[config.mk]
export PLATFORM = sky130hd
export DESIGN_NAME = seq_booth_mult
export DESIGN_NICKNAME = d
export VERILOG_FILES = /design/src/rtl/seq_booth_mult_pkg.sv /design/src/rtl/seq_booth_mult_booth_step.sv /design/src/rtl/seq_booth_mult.sv
export SDC_FILE = /design/constraint.sdc
export NUM_CORES = 1
export LEC_CHECK = 0
export ABC_CLOCK_PERIOD_IN_PS = 7920
export CAP_MARGIN = 20
export CORE_ASPECT_RATIO = 2
export CORE_MARGIN = 4
export CORE_UTILIZATION = 30
export CTS_CLUSTER_SIZE = 20
export DETAILED_ROUTE_END_ITERATION = 8
export PLACE_DENSITY_LB_ADDON = 0.15
export SLEW_MARGIN = 20
export SYNTH_ARGS = -nofsm -noshare
export SYNTH_HDL_FRONTEND = slang
export SYNTH_SLANG_ARGS = --single-unit
[constraint.sdc]
create_clock -name clk -period 7.92 [get_ports clk]
set_input_delay 1.188 -clock clk [delete_from_list [all_inputs] [get_ports clk]]
set_output_delay 1.188 -clock clk [all_outputs]
set_load 0.01 [all_outputs]
[src/rtl/seq_booth_mult_pkg.sv]
// ============================================================================
// Module : seq_mult_pkg
// Brief  : Shared types and helpers for the sequential Booth multiplier family
// Rev    : 1.0  initial release
// ============================================================================
`default_nettype none

package seq_mult_pkg;

  // Controller states, explicit 2-bit encoding
  typedef enum logic [1:0] {
    IDLE = 2'd0,
    CALC = 2'd1,
    DONE = 2'd2
  } state_e;

  // Radix-2 Booth recoding of one multiplier bit pair
  typedef enum logic [1:0] {
    OP_NOP = 2'd0,
    OP_ADD = 2'd1,
    OP_SUB = 2'd2
  } booth_op_e;

  // Iteration counter width: must hold WIDTH+1
  function automatic int cnt_w(input int width);
    return $clog2(width + 2);
  endfunction

  // {Q[0],Q-1} -> operation applied to the accumulator
  function automatic booth_op_e booth_decode(input logic q0, input logic qm1);
    case ({q0, qm1})
      2'b01:   return OP_ADD;
      2'b10:   return OP_SUB;
      default: return OP_NOP;
    endcase
  endfunction

endpackage

`default_nettype wire

[src/rtl/seq_booth_mult_booth_step.sv]
// ============================================================================
// Module : booth_step
// Brief  : One combinational radix-2 Booth iteration: conditional add/sub of
//          the extended multiplicand, then arithmetic shift of {A,Q,Q-1}
// Rev    : 1.0  initial release
// ============================================================================
`default_nettype none

module booth_step
  import seq_mult_pkg::*;
#(
  parameter int WIDTH = 8
) (
  input  logic [WIDTH+1:0] i_a,
  input  logic [WIDTH:0]   i_q,
  input  logic             i_qm1,
  input  logic [WIDTH:0]   i_mcand,
  output logic [WIDTH+1:0] o_a,
  output logic [WIDTH:0]   o_q,
  output logic             o_qm1
);

  // Multiplicand is already WIDTH+1 bits two's complement; one more sign bit
  // lets the accumulator absorb subtraction of the most negative value.
  logic [WIDTH+1:0] w_mcand_sx;
  logic [WIDTH+1:0] w_sum;

  assign w_mcand_sx = {i_mcand[WIDTH], i_mcand};

  // Add/sub selected by the Booth pair, then shift right keeping A's sign
  always_comb begin
    w_sum = i_a;
    case (booth_decode(i_q[0], i_qm1))
      OP_ADD:  w_sum = i_a + w_mcand_sx;
      OP_SUB:  w_sum = i_a - w_mcand_sx;
      default: w_sum = i_a;
    endcase
    {o_a, o_q, o_qm1} = {w_sum[WIDTH+1], w_sum, i_q};
  end

endmodule

`default_nettype wire

[src/rtl/seq_booth_mult.sv]
// ============================================================================
// Module : seq_booth_mult
// Brief  : WIDTH x WIDTH sequential radix-2 Booth multiplier, one iteration
//          per clock, signed/unsigned per operation, busy/done handshake
// Rev    : 1.0  initial release
// ============================================================================
`default_nettype none

module seq_booth_mult
  import seq_mult_pkg::*;
#(
  parameter int WIDTH = 8
) (
  input  logic                 clk,
  input  logic                 rst_n,
  input  logic                 St,
  input  logic                 sgn,
  input  logic [WIDTH-1:0]     Mplier,
  input  logic [WIDTH-1:0]     Mcand,
  output logic [2*WIDTH-1:0]   Prod,
  output logic                 busy,
  output logic                 done
);

  localparam int               CNT_W    = cnt_w(WIDTH);
  localparam logic [CNT_W-1:0] CNT_LOAD = CNT_W'(WIDTH + 1);

  state_e               state_q, state_d;
  logic [WIDTH+1:0]     a_q, a_d;
  logic [WIDTH:0]       q_q, q_d;
  logic                 qm1_q, qm1_d;
  logic [WIDTH:0]       mcand_q, mcand_d;
  logic [CNT_W-1:0]     cnt_q, cnt_d;
  logic [2*WIDTH-1:0]   prod_q, prod_d;
  logic                 busy_q, busy_d;
  logic                 done_q, done_d;

  logic [WIDTH+1:0]     step_a;
  logic [WIDTH:0]       step_q;
  logic                 step_qm1;

  // Extending by one bit makes both modes a plain (WIDTH+1)-bit signed multiply
  function automatic logic [WIDTH:0] extend(input logic [WIDTH-1:0] v, input logic s);
    return {s & v[WIDTH-1], v};
  endfunction

  booth_step #(
    .WIDTH (WIDTH)
  ) u_step (
    .i_a     (a_q),
    .i_q     (q_q),
    .i_qm1   (qm1_q),
    .i_mcand (mcand_q),
    .o_a     (step_a),
    .o_q     (step_q),
    .o_qm1   (step_qm1)
  );

  // Next-state logic: load in IDLE, iterate in CALC, publish result from DONE
  always_comb begin
    state_d = state_q;
    a_d     = a_q;
    q_d     = q_q;
    qm1_d   = qm1_q;
    mcand_d = mcand_q;
    cnt_d   = cnt_q;
    prod_d  = prod_q;
    busy_d  = busy_q;
    done_d  = 1'b0;
    case (state_q)
      IDLE: begin
        if (St) begin
          mcand_d = extend(Mcand, sgn);
          q_d     = extend(Mplier, sgn);
          a_d     = '0;
          qm1_d   = 1'b0;
          cnt_d   = CNT_LOAD;
          busy_d  = 1'b1;
          state_d = CALC;
        end
      end
      CALC: begin
        a_d   = step_a;
        q_d   = step_q;
        qm1_d = step_qm1;
        cnt_d = cnt_q - CNT_W'(1);
        if (cnt_d == '0) begin
          state_d = DONE;
        end
      end
      DONE: begin
        // Low 2*WIDTH bits of {A,Q} are the exact product in either mode
        prod_d  = {a_q[WIDTH-2:0], q_q};
        done_d  = 1'b1;
        busy_d  = 1'b0;
        state_d = IDLE;
      end
      default: begin
        busy_d  = 1'b0;
        state_d = IDLE;
      end
    endcase
  end

  // State and datapath registers; reset aborts any operation in flight
  always_ff @(posedge clk or negedge rst_n) begin
    if (!rst_n) begin
      state_q <= IDLE;
      a_q     <= '0;
      q_q     <= '0;
      qm1_q   <= 1'b0;
      mcand_q <= '0;
      cnt_q   <= '0;
      prod_q  <= '0;
      busy_q  <= 1'b0;
      done_q  <= 1'b0;
    end else begin
      state_q <= state_d;
      a_q     <= a_d;
      q_q     <= q_d;
      qm1_q   <= qm1_d;
      mcand_q <= mcand_d;
      cnt_q   <= cnt_d;
      prod_q  <= prod_d;
      busy_q  <= busy_d;
      done_q  <= done_d;
    end
  end

  assign Prod = prod_q;
  assign busy = busy_q;
  assign done = done_q;

endmodule

`default_nettype wire

==> impl_metrics.ini <==
[outcome]
status = complete, no violations

[yosys]
seq_area_frac_synth_pct = 47.45
synth_nets = 295
ys_ff_latch = 52
synth.distinct_cells = 38
syn_area_mm2 = 0.002743
synth_cells = 261
avgSynthCellArea_um2 = 10.51
yosys_warnings = 0

[worst_setup_path]
crit_path_end_kind = flop
worst_setup_path_start_kind = flop
crit_path_start = qm1_q
worstSetupPathType = flop to flop
crit_slowest_cell = fa_1
crit_buf_inv = 1
critPathTopFamily = compound AO/OA/AOI/OAI gates
r2r-start = qm1_q
slowest_delay_ps = 480
crit_required_ps = 8100
cp_cell_sequence = inv_1 -> ha_1 -> mux2i_1 -> fa_1 -> a211o_1 -> a21oi_1 -> o221ai_1 -> xnor2_1 -> o21ai_1 -> a22o_1
arrival_ps = 2980
cp_max_fo = 10

[cts]
cts_num_sinks = 52
cts-root-buf = clkbuf_16
cts_resized = 0
htree_levels = 2
cts_tree = done
cts_buffers = 5
cts_setup_buffers = 0
cts_hold_buf = 0
ctsLongestPathBuffers = 2
clock_latency_ps = 290
path_clk_slew_ps = 70

[power]
total_power_mw = 1.717
p_int_mw = 1.024
pwr-share-clk_pct = 16.6
seq_power_share_pct = 28.6
swShare_pct = 40.38
p_leak_nw = 1.519
power.switching_uw = 693.6
power-per-cell-area_mw_per_mm2 = 503.0
comb_power_share_pct = 54.9
peakVddDrop_uv = 157.9

[layout]
syn2layout_area_growth_pct = 24.50
antennaDiodeCount = 0
postLayoutCoreUtil_pct = 38.15
final_cell_mix = dfrtp_1, clkdlybuf4s50_1, o21ai_1, nand2_1, mux2_1
final_cells = 401
fin_nets = 332
final_common_cell = dfrtp_1
layout-drive-gt1-share_pct = 7.358

[floorplan]
core_mm2 = 0.008951
die_h_um = 143.2
initial_core_util_pct = 30.64
die_area_mm2 = 0.01083
fp.dieW_um = 75.61
io_pins = 38
rows = 49

[placed_design]
io_buffers = 37
place_hpwl_um = 4374
place.gp.congestion = 0.7799
placed_cells = 393

[global_routing]
grt_max_degree = 53
grt_pass1_wl_um = 9901
grt-ovfl-total = 0
grt_pass1_vias = 2010
grt.total_usage_pct = 12.01
antenna_found_initial = 0

[detailed_routing]
drt_iter0_markers = 66
drc = 0
drt-total-wl_um = 5747
dr.pass1.iters = 3
vias = 1962
vias_per_cell = 4.893
avgRoutedWirePerCell_um = 14.33
ant_nets = 0

[timing]
fin_skew_ps = 3.797
rsz0062_at_grt = no
max_slew_margin_pct = 35.90
slew_viol_final = 0
layout_min_cycle_time_ps = 2796
setup_viol = 0
fin_tns_setup_ps = 0
worst_pin_slew_ps = 957.3
max_freq_mhz = 357.6
fin_crit_sh_pct = 35.31
hold_viol_final = 0

[min_path]
hp-start = busy
min-delay-path-class = flop to flop

[job]
drv_cap = 0
[cell type report]
type	count	area, um2
Tap cell	102	127.6
Clock inverter	3	68.82
Multi-Input combinational cell	182	1340
Inverter	17	63.81
Sequential cell	52	1301
Clock buffer	5	125.1
Timing Repair Buffer	40	387.9
Fill cell	904	5537
[per-layer routing]
layer / wire [um] / track usage (%) / vias to the layer above
li1: - / - / 987
met1: 2160 / 12.70 / 941
met2: 3278 / 22.48 / 28
met3: 189 / 1.762 / 6
met4: 117 / 4.977 / 0
met5: 0 / 0 / -
[metrics by stage]
step	hold WS, ps	area (um2)	setup WS [ps]
detailed placement	467.9	3221	4848
global placement	473.1	3221	4884
floorplan	466.1	2743	5381
CTS	484.8	3415	5056
global route	505.3	3415	4873
finish	478.5	3415	5124
[synth_stat cells]
library cell  instances  area, um2
o221ai_1              1      8.760
inv_1                14      52.55
o21ai_1              29      145.1
a22o_1                2      17.52
o21ai_2               1      8.760
and3_1                1      6.260
nor3b_2               1      12.51
or2_1                 1      6.260
o21ai_0               1      5.000
nor4b_4               1      23.77
nor3_1                5      25.02
ha_1                 13      162.7
o21a_1                1      7.510
inv_2                 3      11.26
dfrtp_1              52       1301
o22ai_2               1      12.51
nand3_1               3      15.01
nor2_1               11      41.29
nand2_1              25      93.84
nand2b_1              2      12.51
mux2i_1               9      90.09
xnor2_1              14      122.6
xor2_1                2      17.52
a31oi_1               2      12.51
mux2_1               20      225.2
a22oi_1               2      15.01
a21o_1                4      30.03
nor2b_1               3      18.77
buf_2                 3      15.01
a211oi_1              3      22.52
a32oi_1               5      43.79
fa_1                  1      20.02
o21bai_1              1      7.510
xnor2_2               1      16.27
a21oi_1              14      70.07
clkbuf_1              7      26.28
a211o_1               1      8.760
or3_4                 1      11.26
[worst paths after layout]
kind                         endpoint  slack [ps]  depth (start not counted)
min                              busy         480                          1
min reg2reg                      busy         480                          1
max in group asynchronous  mcand_q[6]        6440                          2
max                            a_q[7]        5120                         10
max reg2reg                    a_q[7]        5120                         10
min in group asynchronous      a_q[8]        1000                          2
[power groups by stage]
stage | logic [mW] | clock network, mW | registers (mW)
2_1_floorplan | 0.727 | 0 | 0.481
6_report | 0.943 | 0.284 | 0.490
4_1_cts | 0.962 | 0.294 | 0.496
3_5_place_dp | 0.961 | 0 | 0.500
3_3_place_gp | 0.945 | 0 | 0.497
5_1_grt | 1.08 | 0.303 | 0.511
[sequential cells by signal, summed over array words and instances (netlist names)]
register,cells
Prod,16
a_q,9
mcand_q,9
q_q,9
cnt_q,4
state_q,2
busy,1
done,1
qm1_q,1
[cells by family after synthesis]
logic type / count (synthesis) / share of synthesized area (%)
compound gates: 68 / 15.15
simple gates: 54 / 9.717
flops: 52 / 47.45
mux: 29 / 11.50
buf+inv: 27 / 3.832
xor+xnor: 17 / 5.703
fa+ha+maj: 14 / 6.661
Note: power is estimated with default switching activity, not from simulation.
